$ cat src/rtl/mem_io_bridge_pkg.sv
// mem_io_bridge_pkg: I/O window decode constants and status-byte packing shared by the bridge
package mem_io_bridge_pkg;
  localparam int RAM_AW_DEF = 17;
  localparam int TXF_DEPTH_DEF = 8;
  localparam int TXF_AW_DEF = 3;
  localparam logic [1:0] IO_SEL = 2'b11;
  typedef enum logic [2:0] {
    UART_DATA = 3'd0,
    STATUS_HALT = 3'd4
  } io_off_e;
  function automatic logic [7:0] status_byte(input logic rx_valid, input logic tx_full);
    return {6'b0, rx_valid, tx_full};
  endfunction
endpackage

$ cat src/rtl/mem_io_bridge_tx_fifo.sv
// tx_fifo: circular byte FIFO; a push into a full FIFO is accepted only when a pop frees the slot
module tx_fifo #(
  parameter int DEPTH = 8,
  parameter int AW = 3
) (
  input  logic          clk_in,
  input  logic          rst_in,
  input  logic          en,
  input  logic          push,
  input  logic          pop,
  input  logic [7:0]    din,
  output logic [7:0]    dout,
  output logic          full,
  output logic          empty,
  output logic [AW:0]   count
);
  logic [7:0] mem_q [DEPTH];
  logic [AW-1:0] wr_ptr_q, wr_ptr_d, rd_ptr_q, rd_ptr_d;
  logic [AW:0] count_q, count_d;
  logic do_push, do_pop;
  assign full = count_q == (AW+1)'(DEPTH);
  assign empty = count_q == '0;
  assign count = count_q;
  assign dout = mem_q[rd_ptr_q];
  always_comb begin
    do_pop = en & pop & ~empty;
    do_push = en & push & (~full | do_pop);
    wr_ptr_d = wr_ptr_q + AW'(do_push);
    rd_ptr_d = rd_ptr_q + AW'(do_pop);
    count_d = count_q + (AW+1)'(do_push) - (AW+1)'(do_pop);
  end
  always_ff @(posedge clk_in) begin
    if (!rst_in) begin
      wr_ptr_q <= '0;
      rd_ptr_q <= '0;
      count_q <= '0;
    end else begin
      wr_ptr_q <= wr_ptr_d;
      rd_ptr_q <= rd_ptr_d;
      count_q <= count_d;
    end
  end
  always_ff @(posedge clk_in) begin
    if (do_push) mem_q[wr_ptr_q] <= din;
  end
endmodule

$ cat src/rtl/mem_io_bridge.sv
// mem_io_bridge: decodes CPU byte accesses to block RAM or the UART/halt I/O window at 0x30000,
// returning read data one cycle after the address for both targets.
module mem_io_bridge
  import mem_io_bridge_pkg::*;
#(
  parameter int RAM_AW = RAM_AW_DEF,
  parameter int TXF_DEPTH = TXF_DEPTH_DEF,
  parameter int TXF_AW = TXF_AW_DEF
) (
  input  logic              clk_in,
  input  logic              rst_in,
  input  logic              rdy_in,
  input  logic [31:0]       cpu_a,
  input  logic [7:0]        cpu_dout,
  input  logic              cpu_wr,
  output logic [7:0]        cpu_din,
  output logic [RAM_AW-1:0] ram_a,
  output logic [7:0]        ram_dout,
  output logic              ram_we,
  input  logic [7:0]        ram_din,
  output logic [7:0]        uart_tx_data,
  output logic              uart_tx_valid,
  input  logic              uart_tx_ready,
  input  logic [7:0]        uart_rx_data,
  input  logic              uart_rx_valid,
  output logic              uart_rx_ack,
  output logic              io_buffer_full,
  output logic              tx_overflow,
  output logic              program_finish,
  output logic [7:0]        exit_code
);
  logic is_io, io_wr, io_rd, push, pop, halt_wr, fifo_full, fifo_empty;
  logic [2:0] off;
  logic [TXF_AW:0] fifo_count;
  logic sel_q, sel_d, ram_rd_q, ram_rd_d, ack_q, ack_d, ovf_q, ovf_d, fin_q, fin_d;
  logic [7:0] io_q, io_d, exit_q, exit_d;
  logic unused_a;
  assign unused_a = ^cpu_a[31:18];
  assign ram_a = cpu_a[RAM_AW-1:0];
  assign ram_dout = cpu_dout;
  assign ram_we = cpu_wr & ~is_io & rdy_in;
  assign uart_tx_valid = ~fifo_empty;
  assign io_buffer_full = fifo_count == (TXF_AW+1)'(TXF_DEPTH);
  assign uart_rx_ack = ack_q;
  assign tx_overflow = ovf_q;
  assign program_finish = fin_q;
  assign exit_code = exit_q;
  // ram_rd_q keeps cpu_din at zero after reset until a RAM access actually returns data
  assign cpu_din = sel_q ? io_q : ram_rd_q ? ram_din : 8'h00;
  always_comb begin
    is_io = cpu_a[17:16] == IO_SEL;
    off = cpu_a[2:0];
    io_wr = is_io & cpu_wr & rdy_in;
    io_rd = is_io & ~cpu_wr & rdy_in;
    push = io_wr & (off == UART_DATA);
    halt_wr = io_wr & (off == STATUS_HALT);
    pop = uart_tx_valid & uart_tx_ready & rdy_in;
    sel_d = rdy_in ? is_io : sel_q;
    ram_rd_d = rdy_in ? ~is_io : ram_rd_q;
    ack_d = io_rd & (off == UART_DATA) & uart_rx_valid;
    io_d = !io_rd ? io_q :
           off == UART_DATA ? (uart_rx_valid ? uart_rx_data : 8'h00) :
           off == STATUS_HALT ? status_byte(uart_rx_valid, fifo_full) : 8'h00;
    ovf_d = ovf_q | (push & fifo_full & ~pop);
    fin_d = fin_q | halt_wr;
    exit_d = halt_wr ? cpu_dout : exit_q;
  end
  always_ff @(posedge clk_in) begin
    if (!rst_in) begin
      sel_q <= 1'b0;
      ram_rd_q <= 1'b0;
      ack_q <= 1'b0;
      ovf_q <= 1'b0;
      fin_q <= 1'b0;
      io_q <= 8'h00;
      exit_q <= 8'h00;
    end else begin
      sel_q <= sel_d;
      ram_rd_q <= ram_rd_d;
      ack_q <= ack_d;
      ovf_q <= ovf_d;
      fin_q <= fin_d;
      io_q <= io_d;
      exit_q <= exit_d;
    end
  end
  tx_fifo #(.DEPTH(TXF_DEPTH), .AW(TXF_AW)) u_txf (
    .clk_in (clk_in),
    .rst_in (rst_in),
    .en     (rdy_in),
    .push   (push),
    .pop    (pop),
    .din    (cpu_dout),
    .dout   (uart_tx_data),
    .full   (fifo_full),
    .empty  (fifo_empty),
    .count  (fifo_count)
  );
endmodule

$ cat config.mk
export PLATFORM = sky130hd
export DESIGN_NAME = mem_io_bridge
export DESIGN_NICKNAME = d
export VERILOG_FILES = /design/src/rtl/mem_io_bridge_pkg.sv /design/src/rtl/mem_io_bridge_tx_fifo.sv /design/src/rtl/mem_io_bridge.sv
export SDC_FILE = /design/constraint.sdc
export NUM_CORES = 1
export LEC_CHECK = 0
export CAP_MARGIN = 20
export CORE_MARGIN = 8
export CORE_UTILIZATION = 35
export CTS_BUF_LIST = sky130_fd_sc_hd__clkbuf_4 sky130_fd_sc_hd__clkbuf_8
export DETAILED_ROUTE_END_ITERATION = 8
export PLACE_DENSITY_LB_ADDON = 0.05
export SYNTH_ARGS = -nofsm -noshare
export SYNTH_HDL_FRONTEND = slang
export SYNTH_SLANG_ARGS = --single-unit
$ cat constraint.sdc
create_clock -name clk_in -period 2.25 [get_ports clk_in]
set_clock_uncertainty 0.05 [all_clocks]
set_input_delay 0.45 -clock clk_in [delete_from_list [all_inputs] [get_ports clk_in]]
set_output_delay 0.45 -clock clk_in [all_outputs]
set_load 0.02 [all_outputs]
==> metrics.csv <==
metric;value;unit
postSynthCellCount;290;
die_w;126;µm
dp.cells;518;
yosysUniqueCellTypes;41;
p_switching;1040;µW
final_cells;538;
grt-ovfl-total;0;
drive_gt1_frac;0.286;
clk_latency;360;ps
setup.worst_path.end_class;primary output;
wl_per_cell;18.3;µm
fp.dieH;126;µm
track_usage;0.130;
vdd_drop_max;0.000382;V
ys_warn_count;0;
violations;negative setup slack;
grt_max_degree;41;
yosys-top-cells-count;edfxtp_1, dfxtp_1, buf_4, nand2_1, mux4_1;
die-area;15800;µm²
drv_cap;0;
ys_seq_area_frac;0.604;
fin_nets;459;
grt_pass1_wl;15900;µm
fp-row-count;40;
via_per_inst;4.76;
htree_num_levels;3;
power_density;732;nW/µm²
final.period_utilization;1.04;
status;complete, but fails checks;
cts_buffers;9;
worst-path-max-fanout;8;
grt_setup_unrepaired;yes;
synth_edf_count;64;
syn_area;4210;µm²
synth_top_area_cell;edfxtp_1;
clk_pin_slew;100;ps
finalPower;4080;µW
drcViolationCount;0;
gp_congestion;0.704;
drv_slew;0;
crit_type;flip-flop to primary output;
max_slew_margin;0.724;
grt_pass1_vias;2905;
n_fill_cell;1059;
fin_crit;2340;ps
final-setup-viol-count;8;
synth_top_area_frac;0.456;
num_antenna_cells;0;
internal_power;3040;µW
io_buffers;76;
initial_core_util;0.355;
synth_ff_type;edfxtp_1;
clk_path_buf_depth;2;
power_frac_seq;0.470;
avgSynthCellArea;14.5;µm²
cp_cell_sequence;buf_12, mux4_2, mux2_4, buf_6;
tns;-598;ps
finalWirelength;9860;µm
root_buffer;clkbuf_8;
num_vias;2563;
clock-sinks;95;
crit_start;u_txf.rd_ptr_q[0]$_SDFF_PN0_;
area_growth;32.4;%
hpwl;6710;µm
antenna_found_initial;0;
fin_ws;-90.9;ps
comb_power_share;0.223;
cp_slowest_cell;mux4_2;
worstPathRequired;1750;ps
pin_count;117;
core_area;11900;µm²
finalHoldViolCount;0;
fmax;0.427;GHz
ys_seq_elements;95;
cp_slowest_stage_delay;510;ps
cp-start-kind;flip-flop;
synth.area.top_cells;edfxtp_1, dfxtp_1, mux4_1;
synth.most_common_cell;edfxtp_1;
regToRegStartpoint;u_txf.count[2]$_SDFF_PN0_;
worstMarginPinSlew;414;ps
cts_tree;built;
path_delay_family;multiplexers;
drtIter0Drc;169;
hold_path.class;flip-flop to flip-flop;
async_reset_ff_frac;0;
p_clk_frac;0.308;
leakagePower;0.00204;µW
crit_arrival;1840;ps
synth_fp_nets;363;
cp_num_buf_inv;2;
swShare;0.255;
hold_start;exit_code[4]$_SDFFE_PN0P_;
first_pass_iters;4;
ant_nets;0;
-- sequential cells by signal (all words and copies together) (netlist names) --
| signal | count |
|---|---|
| program_finish | 1 |
| tx_overflow | 1 |
| ram_rd_q | 1 |
| u_txf.rd_ptr_q | 3 |
| u_txf.wr_ptr_q | 3 |
| exit_code | 8 |
| u_txf.count | 4 |
| sel_q | 1 |
| io_q | 8 |
| uart_rx_ack | 1 |
| u_txf.mem_q | 64 |
-- what timing repair did --
item	4_1_cts	5_1_grt
buffers inserted	2	3
gates resized for setup	89	10
endpoints found under the hold margin	0	0
setup endpoints to repair	22	66
hold buffers	0	0
gates cloned	1	0
pin swaps	4	8
-- tightest hold or removal path: cells and delay by family, from the launching register on --
family	cells	cell delay (ps)
flops	1	330
simple gates	1	50
mux	1	50
-- final timing paths --
check,to,slack (ps),cells past startpoint
worst max register to register,u_txf.count[1]$_SDFF_PN0_,90,10
worst max-delay path,uart_tx_data[5],-90,4
worst min-delay path,exit_code[4]$_SDFFE_PN0P_,420,2
worst min register to register,exit_code[4]$_SDFFE_PN0P_,420,2
-- logic make-up after synthesis --
family,synth area share
flip-flops,0.604
AND/OR/NAND/NOR,0.0894
buffers and inverters,0.0725
multiplexers,0.142
AO/OA/AOI/OAI,0.0523
adder cells (fa/ha/maj),0.0345
XOR/XNOR,0.00624
-- power groups by stage --
stage / logic (µW) / registers (µW) / clock network (µW)
after floorplan: 503 / 1940 / 0
after global placement: 825 / 1950 / 0
after detailed placement: 833 / 1950 / 0
after CTS: 928 / 1920 / 1290
after global routing: 1000 / 1920 / 1360
final: 909 / 1920 / 1260
-- through the flow --
stage,worst slack (ps),hold slack (ps),utilization,instance area [µm²]
5_1_grt,-166,429,0.470,5580
6_report,-90.9,417,0.470,5580
3_5_place_dp,-288,403,0.447,5300
2_1_floorplan,-4.80,391,-,4230
3_3_place_gp,-259,395,0.447,5300
4_1_cts,-198,418,0.470,5570
-- cell usage in the layout, fill, tap and decap left out, types with 9 or more instances in the layout --
| cell | count |
|---|---|
| mux2i_1 | 9 |
| nand2_1 | 26 |
| mux4_2 | 16 |
| dlygate4sd2_1 | 10 |
| nor2_1 | 10 |
| clkbuf_8 | 9 |
| clkdlybuf4s50_1 | 57 |
| buf_4 | 40 |
| and2_1 | 9 |
| edfxtp_1 | 64 |
| buf_6 | 11 |
| dfxtp_1 | 29 |
-- final cells by class --
| class | instances | area [µm²] | share of cell area |
|---|---|---|---|
| Tap cell | 147 | 184 | 0.0330 |
| Inverter | 8 | 30.0 | 0.00538 |
| Clock buffer | 9 | 124 | 0.0222 |
| Sequential cell | 95 | 2550 | 0.457 |
| Clock inverter | 7 | 95.1 | 0.0171 |
| Multi-Input combinational cell | 147 | 1390 | 0.249 |
| Timing Repair Buffer | 125 | 1210 | 0.217 |
-- metal layers --
layer,up-vias,GRT usage,part of all wire
li1,1242,-,-
met1,1228,0.155,0.46
met2,79,0.202,0.44
met3,14,0.0540,0.084
met4,0,0.0573,0.018
met5,-,0,0
Note: power is estimated with default switching activity, not from simulation.
